===== src/rtl/ask_pkg.sv =====
// Shared constants, state encoding and sizing helper for the ASK modulator.
package ask_pkg;

    localparam int unsigned CW = 7;
    localparam int unsigned AW = 7;
    localparam int unsigned OW = 14;

    localparam int unsigned BitCyclesDef = 5000;
    localparam int unsigned AmpHiDef     = 127;
    localparam int unsigned AmpLoDef     = 0;

    typedef enum logic [0:0] {StIdle, StShift} state_e;

    function automatic int unsigned cnt_width(input int unsigned n);
        return (n <= 2) ? 1 : $clog2(n);
    endfunction

endpackage


===== src/rtl/ask_modulator_if.sv =====
// Byte-stream handshake between the upstream data source and the modulator.
interface ask_modulator_if;

    logic [7:0] byte_in;
    logic       byte_valid;
    logic       byte_ready;

    modport master (output byte_in, output byte_valid, input byte_ready);
    modport slave  (input byte_in, input byte_valid, output byte_ready);

endinterface


===== src/rtl/bit_serializer.sv =====
// Byte-to-bit serializer: holds each bit MSB-first for BIT_CYCLES clocks, with gapless reload.
module bit_serializer
    import ask_pkg::*;
#(
    parameter int unsigned BIT_CYCLES = BitCyclesDef
) (
    input  logic             clk,
    input  logic             rst,
    ask_modulator_if.slave   bus,
    output logic             cur_bit,
    output logic             busy
);

    localparam int unsigned     CntW    = cnt_width(BIT_CYCLES);
    localparam logic [CntW-1:0] CntLast = CntW'(BIT_CYCLES - 1);

    state_e          state_q, state_d;
    logic [7:0]      shift_q, shift_d;
    logic [2:0]      idx_q, idx_d;
    logic [CntW-1:0] cnt_q, cnt_d;
    logic            ready;

    always_ff @(posedge clk) begin
        if (rst) begin
            state_q <= StIdle;
            shift_q <= '0;
            idx_q   <= '0;
            cnt_q   <= '0;
        end else begin
            state_q <= state_d;
            shift_q <= shift_d;
            idx_q   <= idx_d;
            cnt_q   <= cnt_d;
        end
    end

    always_comb begin
        state_d = state_q;
        shift_d = shift_q;
        idx_d   = idx_q;
        cnt_d   = cnt_q;
        ready   = 1'b0;
        busy    = 1'b0;
        cur_bit = 1'b0;
        case (state_q)
            StIdle: begin
                ready = !rst;
            end
            StShift: begin
                busy    = 1'b1;
                cur_bit = shift_q[7];
                if (cnt_q == CntLast) begin
                    cnt_d   = '0;
                    shift_d = {shift_q[6:0], 1'b0};
                    idx_d   = idx_q + 3'd1;
                    if (idx_q == 3'd7) begin
                        // Last cycle of the byte: a waiting byte follows with no idle gap.
                        ready = !rst;
                        if (!bus.byte_valid) begin
                            state_d = StIdle;
                        end
                    end
                end else begin
                    cnt_d = cnt_q + 1'b1;
                end
            end
            default: state_d = StIdle;
        endcase
        if (ready && bus.byte_valid) begin
            state_d = StShift;
            shift_d = bus.byte_in;
            idx_d   = '0;
            cnt_d   = '0;
        end
    end

    assign bus.byte_ready = ready;

endmodule


===== src/rtl/ask_modulator.sv =====
// AM-ASK/OOK modulator: scales the free-running carrier by a per-bit amplitude through a
// two-stage register pipeline so mod_out and bit_out stay time-aligned.
module ask_modulator
    import ask_pkg::*;
#(
    parameter int unsigned BIT_CYCLES = BitCyclesDef,
    parameter int unsigned AMP_HI     = AmpHiDef,
    parameter int unsigned AMP_LO     = AmpLoDef
) (
    input  logic                 clk,
    input  logic                 rst,
    ask_modulator_if.slave       bus,
    input  logic signed [CW-1:0] carrier_in,
    output logic signed [OW-1:0] mod_out,
    output logic                 bit_out,
    output logic                 busy
);

    localparam logic [AW-1:0] AmpHiW = AW'(AMP_HI);
    localparam logic [AW-1:0] AmpLoW = AW'(AMP_LO);

    logic                 cur_bit;
    logic [AW-1:0]        amp;
    logic signed [CW-1:0] carrier_q;
    logic [AW-1:0]        amp_q;
    logic                 bit_s1_q;
    logic signed [OW-1:0] carrier_ext, amp_ext, prod;
    logic signed [OW-1:0] mod_q;
    logic                 bit_q;

    bit_serializer #(
        .BIT_CYCLES(BIT_CYCLES)
    ) u_serializer (
        .clk    (clk),
        .rst    (rst),
        .bus    (bus),
        .cur_bit(cur_bit),
        .busy   (busy)
    );

    // cur_bit is forced low when idle, so idle naturally selects AMP_LO.
    assign amp = cur_bit ? AmpHiW : AmpLoW;

    // Signed carrier times zero-extended amplitude; fits in OW bits without loss.
    always_comb begin
        carrier_ext = {{(OW - CW){carrier_q[CW-1]}}, carrier_q};
        amp_ext     = {{(OW - AW){1'b0}}, amp_q};
        prod        = carrier_ext * amp_ext;
    end

    always_ff @(posedge clk) begin
        if (rst) begin
            carrier_q <= '0;
            amp_q     <= '0;
            bit_s1_q  <= 1'b0;
            mod_q     <= '0;
            bit_q     <= 1'b0;
        end else begin
            carrier_q <= carrier_in;
            amp_q     <= amp;
            bit_s1_q  <= cur_bit;
            mod_q     <= prod;
            bit_q     <= bit_s1_q;
        end
    end

    assign mod_out = mod_q;
    assign bit_out = bit_q;

endmodule


===== src/flat_wrapper.sv =====
// flat-port wrapper written by rule: the top's interface ports become plain ports
module ask_modulator_flat import ask_pkg::*;
#(
    parameter int unsigned BIT_CYCLES = BitCyclesDef,
    parameter int unsigned AMP_HI     = AmpHiDef,
    parameter int unsigned AMP_LO     = AmpLoDef
)
  (clk, rst, carrier_in, mod_out, bit_out, busy, bus_byte_in, bus_byte_valid, bus_byte_ready);
  ask_modulator_if bus_i ();
  input  logic clk;
  input  logic rst;
  input  logic signed [CW-1:0] carrier_in;
  output logic signed [OW-1:0] mod_out;
  output logic bit_out;
  output logic busy;
  input wire logic [$bits(bus_i.byte_in)-1:0] bus_byte_in;
  input wire logic [$bits(bus_i.byte_valid)-1:0] bus_byte_valid;
  output wire logic [$bits(bus_i.byte_ready)-1:0] bus_byte_ready;
  assign bus_i.byte_in = bus_byte_in;
  assign bus_i.byte_valid = bus_byte_valid;
  assign bus_byte_ready = bus_i.byte_ready;
  ask_modulator #(.BIT_CYCLES(BIT_CYCLES), .AMP_HI(AMP_HI), .AMP_LO(AMP_LO)) u_core (.clk(clk), .rst(rst), .bus(bus_i), .carrier_in(carrier_in), .mod_out(mod_out), .bit_out(bit_out), .busy(busy));
endmodule

===== config.mk =====
export PLATFORM = sky130hd
export DESIGN_NAME = ask_modulator_flat
export DESIGN_NICKNAME = d
export VERILOG_FILES = /design/src/rtl/ask_pkg.sv /design/src/rtl/ask_modulator_if.sv /design/src/rtl/bit_serializer.sv /design/src/rtl/ask_modulator.sv /design/src/flat_wrapper.sv
export SDC_FILE = /design/constraint.sdc
export NUM_CORES = 1
export LEC_CHECK = 0
export BUFFER_PORTS_ARGS = -buffer_cell sky130_fd_sc_hd__buf_4
export CAP_MARGIN = 10
export CORE_MARGIN = 1.5
export CORE_UTILIZATION = 60
export DETAILED_ROUTE_END_ITERATION = 8
export MAX_ROUTING_LAYER = met4
export PLACE_DENSITY = 0.88
export SLEW_MARGIN = 10
export SYNTH_ARGS = -nofsm -noshare
export SYNTH_HDL_FRONTEND = slang
export SYNTH_SLANG_ARGS = --single-unit

===== constraint.sdc =====
create_clock -name clk -period 10 [get_ports clk]
set_clock_uncertainty 0.05 [all_clocks]
set_input_delay 2 -clock clk [delete_from_list [all_inputs] [get_ports clk]]
set_output_delay 2 -clock clk [all_outputs]
set_load 0.02 [all_outputs]

### Word level (Yosys, flattened, before mapping)

Cells that the tools add are included.
W data, S select, Z words.

| storage, ports and cells | value |
|---|---|
| bits in registers | 55 |
| bits of input ports | 18 |
| output and inout bits | 17 |
| word-level logic and storage cells | 37 |

| operators by class | value |
|---|---|
| add/subtract/negate cells | 2 |
| multiply operators | 1 |
| equal/unequal tests | 2 |
| mux-type cells | 15 |
| bitwise operators | 1 |
| reductions and logical operators | 7 |

Operators by type and width:

| kind | number |
|---|---|
| $mux W8 | 3 |
| $mul A7 B8 Y14 | 1 |
| $add A13 B1 Y13 const B | 1 |
| $eq A13 B13 Y1 const B | 1 |
| $mux W13 | 1 |
| $mux W1 | 9 |
| $mux W7 | 1 |
| $reduce_and A2 Y1 | 2 |
| $reduce_bool A2 Y1 | 2 |
| $add A3 B1 Y3 const B | 1 |
| $eq A3 B3 Y1 const B | 1 |
| $pmux W1 S2 | 1 |
| $reduce_or A2 Y1 | 1 |
| $logic_and A1 B1 Y1 | 1 |
| $logic_not A1 Y1 | 1 |
| $not A1 Y1 | 1 |

### Logic depth before layout (Yosys ltp)

Gate-level depths: netlist (run 1).

| logic depth | value |
|---|---|
| depth after elaboration | 7 |
| mapped depth | 17 |
| depth with buffers taken out | 17 |

### By module

From an unflattened synthesis (run 1), not the netlist that was laid out.

| second synthesis, totals | value |
|---|---|
| cells, all modules | 339 |
| area total of the unflattened synthesis | 3169.3 µm² |

Modules (own cells, without submodules):

| module | instances | cells each | area each (µm²) | sequential area each (µm²) |
|---|---|---|---|---|
| ask_modulator | 1 | 193 | 1859.3 | 460.4 |
| bit_serializer | 1 | 146 | 1310.0 | 500.5 |

### Worst setup path after synthesis (run 1)

Ideal clock, no wire load.

| timing path | value |
|---|---|
| kind | input -> output |
| start | in rst |
| end | out bus_byte_ready |
| arrival time | 2.566 ns |
| data required time | 7.950 ns |
| slack | 5.384 ns |
| stages on the path | 3 |
| buffers on the path | 2 |
| cells stage by stage | buf_6 -> clkbuf_8 -> nor2_1 |

| on the way | value |
|---|---|
| word-level cells in the longest chain between the ends | 4 |

Ends and longest elaborated chain:

| item | RTL line | RTL |
|---|---|---|
| start: declaration | flat_wrapper.sv:11 | `input logic rst;` |
| $logic_not A1 Y1 * | bit_serializer.sv:47, bit_serializer.sv:58 |  |
| $mux W1 | bit_serializer.sv:56 | `if (idx_q == 3'd7) begin` |
| $mux W1 | bit_serializer.sv:52 | `if (cnt_q == CntLast) begin` |
| $pmux W1 S2 * | bit_serializer.sv:45 | `case (state_q)` |
| end: declaration | flat_wrapper.sv:18 | `output wire logic [$bits(bus_i.byte_ready)-1:0] bus_byte_ready;` |

Every way passes the cells marked *; elsewhere a longest branch is shown, timed or not.

### Worst setup path in the final report (run 1)

Ends and elaborated chain as after synthesis.

==> metrics.txt, run 1 <==
status=finished, final reports clean; critical path class=in2out; largest family of logic cells by synthesized area=adder cells; Synth Area per Inst=9.63 um^2; sw frac=0.254; YS warnings=0; Starting Density=0.636; Worst-Margin Slew=0.524 ns; Post-Route WL=5.35 mm; Critical R2R Launch=u_core.amp_q[5]$_SDFF_PP0_; WP data required=7.95 ns; first-pass GRT wire length=8.96 mm; largest net degree at the start of global routing=41; # clock sinks=48; mapped cell area=3060 um^2; die height=74.5 um; vias in the first global route=around 2100; Logic pwr share=0.128; Max-Cap Viols=0; arrival time at the worst endpoint=about 2.7 ns; Vias per Instance=5.29; worst skew pair latency=0.31 ns; minimum clock period=4.70 ns; via count=2195; overall power=0.367 mW; row count=25; initial antenna violation count=0; setup TNS=0 ns; syn nets=386; P_int=between 0.2 and 0.3 mW; CP endpoint kind=primary output; total grt overflow=0; maximum fanout along the worst path=40; DRC=0; Final Hold Slack=0.457 ns; gr usage total=0.223; H-tree levels=2; Final Net Count=roughly 420; post-synthesis compound-gate area fraction=0.0858; Core Area=4820 um^2; RSZ-0062 raised after global routing=no; share of flip-flops with an asynchronous set or reset=0; P_leak=1.66 nW; Final period util=0.470; cells after synthesis=about 320; diode count=0; gpl congestion=0.948; Worst R2R End=u_core.mod_out[12]$_SDFF_PP0_; max frequency=around 0.21 GHz; clock transition at the registers of the reported paths=0.08 ns; TritonCTS buffer count=5; cts hold-fix bufs=0; CTS tree=done; Root Buffer Master=clkbuf_8; Slew Limit Fails=0; pwr/cell area=108 nW/um^2; Rel. slew slack=0.650; Synth Area in XOR/XNOR=0.0600; Min-Delay Endpoint=u_core.amp_q[5]$_SDFF_PP0_; Hold Path Depth=2; R2R depth=14; PortBufs=34; Hold Vio Cnt, Final=0; antenna viol nets, final=0; Max rail drop VDD=0.0700 mV; total net switching power=roughly 0.093 mW; worst hold-check path type=reg2reg; hold_sp=u_core.u_serializer.shift_q[7]$_SDFFE_PP0P_; post-cts resize count=0; full die area=5540 um^2; post-DP HPWL=4.28 mm; Post-CTS Setup Bufs=0; dominant synthesized flop cell=dfxtp_1; number of DRC markers in iteration 0=133; width of the die=74.5 um; power share of the sequential group=0.549; library cells used by synthesis=42; adder-cell area share of the yosys netlist=0.239; total I/O pin count=35; wire per inst=12.9 um; DRT Pass-1 Iters=4; mux contribution to synthesized area=0.0400; Synth Area in Simple Gates=0.194; CTS max path bufs=2; synthesis-stage register bit count=48; Layout area overhead=11.4%; Setup-failing EPs final=0; sequential fraction of the synthesis area=0.314; reg2reg setup slack=5.33 ns; Post-synth EDFFs=0; share of cells above drive strength 1=0.167; Startpoint Class=primary input; Clk pwr share=0.322
==> power groups by stage <==
stage	logic (mW)	clock network, mW	registers, mW
2_1_floorplan	0.0317	0	0.208
3_3_place_gp	0.0456	0	0.206
3_5_place_dp	0.0474	0	0.206
4_1_cts	0.0477	0.123	0.202
5_1_grt	0.0531	0.131	0.203
6_report	0.0472	0.118	0.202
==> worst max-delay path by stage <==
stage | startpoint | slack (ns) | end
after floorplan | rst | 5.38 | bus_byte_ready
after global placement | rst | 5.30 | bus_byte_ready
after detailed placement | rst | 5.30 | bus_byte_ready
after CTS | rst | 5.30 | bus_byte_ready
after global routing | u_core.amp_q[5]$_SDFF_PP0_ | 5.08 | u_core.mod_out[13]$_SDFF_PP0_
final | rst | 5.30 | bus_byte_ready
==> layout make-up <==
type | count | area, um^2
clock buffers | 6 | 82.6
fillers | 390 | 1400
well taps | 67 | 83.8
multi-input cells | 225 | 1890
flip-flops and latches | 48 | 961
repair buffers | 34 | 255
clock inverters | 1 | 8.76
inverters | 34 | 128
==> layout by cell type, fill, tap and decap left out, drive strengths merged, types with 4 or more instances in the layout <==
master,netlist,routed
nor2b,14,14
nand2,10,10
inv,34,34
o21ai,4,4
xor2,12,12
mux2i,10,10
dfxtp,48,48
nand3,6,6
nor2,41,41
buf,5,34
nor3,13,13
ha,36,36
a21oi,9,9
a211oi,9,9
xnor2,9,9
clkbuf,6,6
fa,14,14
nand4,4,4
and2,8,8
==> worst max-delay path, stage by stage <==
cell	delay (ns)
buf_4	0.38
nor2_1	0.09
buf_4	0.17
==> synth_stat cells (2+ instances only) <==
cell / number / area, um^2
buf_2: 3 / 15.0
nor2_1: 41 / 154
fa_1: 14 / 280
nand4_1: 2 / 12.5
and2_1: 8 / 50.1
clkbuf_1: 4 / 15.0
nor3b_1: 2 / 15.0
nor2b_1: 14 / 87.6
ha_1: 36 / 450
a211oi_1: 2 / 15.0
inv_1: 34 / 128
dfxtp_1: 48 / 961
nand2_1: 10 / 37.5
clkbuf_8: 2 / 27.5
a21oi_1: 9 / 45.0
a211oi_2: 7 / 87.6
xor2_1: 12 / 105
mux2_2: 2 / 22.5
xnor2_1: 9 / 78.8
buf_6: 2 / 22.5
nor4b_4: 2 / 47.6
and4_1: 2 / 17.5
and3_1: 2 / 12.5
or2_2: 2 / 12.5
mux2i_1: 10 / 100
o21a_1: 2 / 15.0
nor3_1: 13 / 65.1
nand3_1: 6 / 30.0
nand4_2: 2 / 25.0
o21ai_0: 4 / 20.0
==> routing by layer <==
metal | vias to the layer above | routed length, um | GRT usage
li1 | 1121 | - | -
met1 | 1008 | 2440 | 0.254
met2 | 54 | 2580 | 0.373
met3 | 12 | 201 | 0.0407
met4 | 0 | 131 | 0.113
met5 | - | 0 | -
==> registers in the layout, summed over array words and instances, names as in the netlist <==
| name | count |
|---|---|
| u_core.u_serializer.idx_q | 3 |
| u_core.carrier_q | 7 |
| u_core.u_serializer.cnt_q | 13 |
| u_core.bit_out | 1 |
| u_core.u_serializer.state_q | 1 |
| u_core.mod_out | 14 |
| u_core.amp_q | 1 |
| u_core.u_serializer.shift_q | 8 |
==> metrics by stage <==
stage	instance area [um^2]	util	std cells	setup WS [ns]
4_1_cts	3410	0.709	415	5.30
6_report	3410	0.709	415	5.30
2_1_floorplan	3060	-	318	5.38
5_1_grt	3410	0.709	415	5.08
3_5_place_dp	3320	0.690	408	5.30
3_3_place_gp	3320	0.690	408	5.30
==> kinds of logic (layout without fill, tap and decap cells) <==
logic type,Yosys count,count (layout)
muxes,12,12
DFF,48,48
adders and majority gates,50,50
AOI/OAI and AO/OA,32,32
buffers and inverters,45,75
xor gates and xnor gates,21,21
and+or+nand+nor,110,110
Note: power is estimated with default switching activity, not from simulation.
==> run 2: changes to the inputs <==
--- a/config.mk
+++ b/config.mk
@@ -5,13 +5,14 @@
 export SDC_FILE = /design/constraint.sdc
 export NUM_CORES = 1
 export LEC_CHECK = 0
+export ABC_AREA = 1
 export BUFFER_PORTS_ARGS = -buffer_cell sky130_fd_sc_hd__buf_4
 export CAP_MARGIN = 10
 export CORE_MARGIN = 1.5
-export CORE_UTILIZATION = 60
+export CORE_UTILIZATION = 53
 export DETAILED_ROUTE_END_ITERATION = 8
 export MAX_ROUTING_LAYER = met4
-export PLACE_DENSITY = 0.88
+export PLACE_DENSITY = 0.82
 export SLEW_MARGIN = 10
 export SYNTH_ARGS = -nofsm -noshare
 export SYNTH_HDL_FRONTEND = slang
==> constraint.sdc (replaced) <==
create_clock -name clk -period 4.3 [get_ports clk]
set_clock_uncertainty 0.05 [all_clocks]
set_input_delay 0.86 -clock clk [delete_from_list [all_inputs] [get_ports clk]]
set_output_delay 0.86 -clock clk [all_outputs]
set_load 0.02 [all_outputs]
==> metrics.txt, run 2 <==
Worst-Margin Slew=0.577 ns; antenna viol nets, final=0; max frequency=approximately 0.25 GHz; CTS tree=done; sw frac=0.258; total net switching power=0.235 mW; Setup-failing EPs final=0; Max rail drop VDD=0.160 mV; share of cells above drive strength 1=0.154; Max-Cap Viols=0; number of DRC markers in iteration 0=76; DRT Pass-1 Iters=4; critical path cell sequence=nand2_1 -> o21ai_0 -> inv_1 -> ha_1 -> inv_1 -> fa_1 -> inv_1 -> fa_1 -> inv_1 -> fa_1 -> inv_1 -> ha_2 -> nand2_1 -> o21a_1 -> o21ai_2 -> nand3_1 -> nand3_1 -> nand2_1 -> nor2_1; first-pass GRT wire length=10.3 mm; most frequent cells in the layout=inv_1 (74), nand2_1 (73), nor2_1 (57); Vias per Instance=4.97; # clock sinks=48; Crit path largest cell delay=0.53 ns; CTS max path bufs=2; via count=~2500; Worst path depth=19; syn nets=469; top-count cell post-synth=inv_1; P_int=0.679 mW; post-DP HPWL=4.58 mm; Logic pwr share=0.112; post-synth top area share=0.311; Core Area=approximately 5600 um^2; Crit path top cell by count=inv_1; Root Buffer Master=clkbuf_8; TritonCTS buffer count=5; most frequent cells after synthesis=inv_1 (74), nand2_1 (73), nor2_1 (58); slowest CP cell=fa_1; vias in the first global route=roughly 2600; CP endpoint kind=flip-flop; WP data required=4.49 ns; Final WS setup=0.266 ns; synthesis-stage register bit count=48; full die area=about 6300 um^2; DP Area=3410 um^2; Startpoint Class=flip-flop; reg2reg setup slack=0.27 ns; Hold Vio Cnt, Final=0; P_leak=1.86 nW; wire per inst=11.3 um; library cells used by synthesis=33; last element of the critical path=u_core.mod_out[11]$_SDFF_PP0_; width of the die=between 70 and 80 um; DRC=0; delay-heaviest family, CP=adder cells; share of flip-flops with an asynchronous set or reset=0; mapped cell area=3090 um^2; total grt overflow=0; diode count=0; largest net degree at the start of global routing=24; worst skew pair latency=0.31 ns; RSZ-0062 raised after global routing=no; Starting Density=0.555; cells after synthesis=401; crit path buf inv count=5; power share of the sequential group=0.508; clock transition at the registers of the reported paths=0.09 ns; status=finished, final reports clean; row count=27; area leader, netlist=dfxtp_1; post-place setup slack=-0.0122 ns; Layout area overhead=15.9%; Post-Route WL=5.79 mm; dominant synthesized flop cell=dfxtp_1; gr usage total=0.212; H-tree levels=2; Final period util=0.938; maximum fanout along the worst path=9; CP startpoint=u_core.amp_q[5]$_SDFF_PP0_; PortBufs=34; critical path class=reg2reg; Worst R2R End=u_core.mod_out[11]$_SDFF_PP0_; gpl congestion=0.947; Clk pwr share=0.379; Final Net Count=around 500; cts hold-fix bufs=0; Hold Path Depth=2; sequential fraction of the synthesis area=0.311; Slew Limit Fails=0; Area contributors post-synth=dfxtp_1 (31%), ha_1 (15%), fa_1 (9.1%); final core utilization=0.643; pwr/cell area=255 nW/um^2; total I/O pin count=35; Rel. slew slack=0.615; commonest non-fill, non-tap cell in the layout=inv_1; Post-synth EDFFs=0; minimum clock period=~4.0 ns; worst hold-check path type=reg2reg; Final Hold Slack=between 0.3 and 0.4 ns; Critical R2R Launch=u_core.amp_q[5]$_SDFF_PP0_; final instance area=3580 um^2; arrival time at the worst endpoint=4.23 ns; max FFs per register=14; die height=79.4 um; initial antenna violation count=0; Synth Area per Inst=7.71 um^2; R2R depth=19; YS warnings=0
run 2: cell count changes after synthesis, moves of 8 or more:
cell | before | now
a21oi_1 | 9 | 22
inv_1 | 34 | 74
mux2i_1 | 10 | 0
nand2_1 | 10 | 73
nor2_1 | 41 | 58
nor2b_1 | 14 | 0
nor3_1 | 13 | 5
o21ai_0 | 4 | 13
run 2: layout make-up:
cell class / instances / area, um^2
clock buffer: 5 / 68.8
multi-input combinational: 269 / 1820
timing repair buffer: 40 / 300
clock inverter: 3 / 50.0
inverter: 76 / 285
fill: 499 / 1990
sequential: 48 / 965
tap: 72 / 90.1
run 2: worst register-to-register path, cell delays in order (launching register included):
cell     delay (ns)
dfxtp_4        0.40
nand2_1        0.11
o21ai_0        0.18
inv_1          0.10
ha_1           0.30
inv_1          0.05
fa_1           0.47
inv_1          0.06
fa_1           0.53
inv_1          0.05
fa_1           0.49
inv_1          0.04
ha_2           0.35
nand2_1        0.08
o21a_1         0.21
o21ai_2        0.16
nand3_1        0.11
nand3_1        0.09
nand2_1        0.05
nor2_1         0.10
run 2: cells by family after synthesis:
family / after synthesis / synth area share
and+or+nand+nor: 165 / 0.233
buffers and inverters: 84 / 0.109
adders and majority gates: 50 / 0.236
DFF: 48 / 0.311
xor gates and xnor gates: 11 / 0.0312
AOI/OAI and AO/OA: 43 / 0.0793
run 2: how the worst min path moves through the flow:
stage / start / endpoint
final: u_core.u_serializer.shift_q[7]$_SDFFE_PP0P_ / u_core.amp_q[5]$_SDFF_PP0_
after global routing: u_core.u_serializer.shift_q[7]$_SDFFE_PP0P_ / u_core.amp_q[5]$_SDFF_PP0_
after CTS: u_core.u_serializer.shift_q[7]$_SDFFE_PP0P_ / u_core.amp_q[5]$_SDFF_PP0_
after detailed placement: u_core.u_serializer.shift_q[5]$_SDFFE_PP0P_ / u_core.u_serializer.shift_q[5]$_SDFFE_PP0P_
after global placement: u_core.u_serializer.shift_q[0]$_SDFFE_PP0P_ / u_core.u_serializer.shift_q[0]$_SDFFE_PP0P_
after floorplan: u_core.u_serializer.shift_q[7]$_SDFFE_PP0P_ / u_core.amp_q[5]$_SDFF_PP0_
run 2: timing repair:
| item | 4_1_cts | 5_1_grt |
|---|---|---|
| pin swaps | 0 | 2 |
| gates resized for setup | 1 | 11 |
| setup buffers | 0 | 2 |
| setup endpoints to repair | 2 | 4 |
run 2: power by group through the flow:
| stage | clock, mW | combinational (mW) | sequential (mW) |
|---|---|---|---|
| floorplan | 0 | 0.0627 | 0.478 |
| global placement | 0 | 0.0976 | 0.475 |
| detailed placement | 0 | 0.101 | 0.475 |
| CTS | 0.352 | 0.101 | 0.465 |
| global route | 0.371 | 0.117 | 0.466 |
| finish | 0.347 | 0.103 | 0.464 |
run 2: metal layers:
layer  GRT usage  up-vias  wire [um]
met5           -        -          0
met2       0.397       41       3020
met3      0.0389        8        214
met1       0.227     1179       2490
met4      0.0596        0         75
li1            -     1320          -
run 2: stage by stage:
stage	setup TNS [ns]	power, mW	cells
detailed placement	-0.0122	0.576	503
finish	0	0.914	513
global route	0	0.955	513
CTS	0	0.919	511
global placement	0	0.573	503
floorplan	0	0.541	401
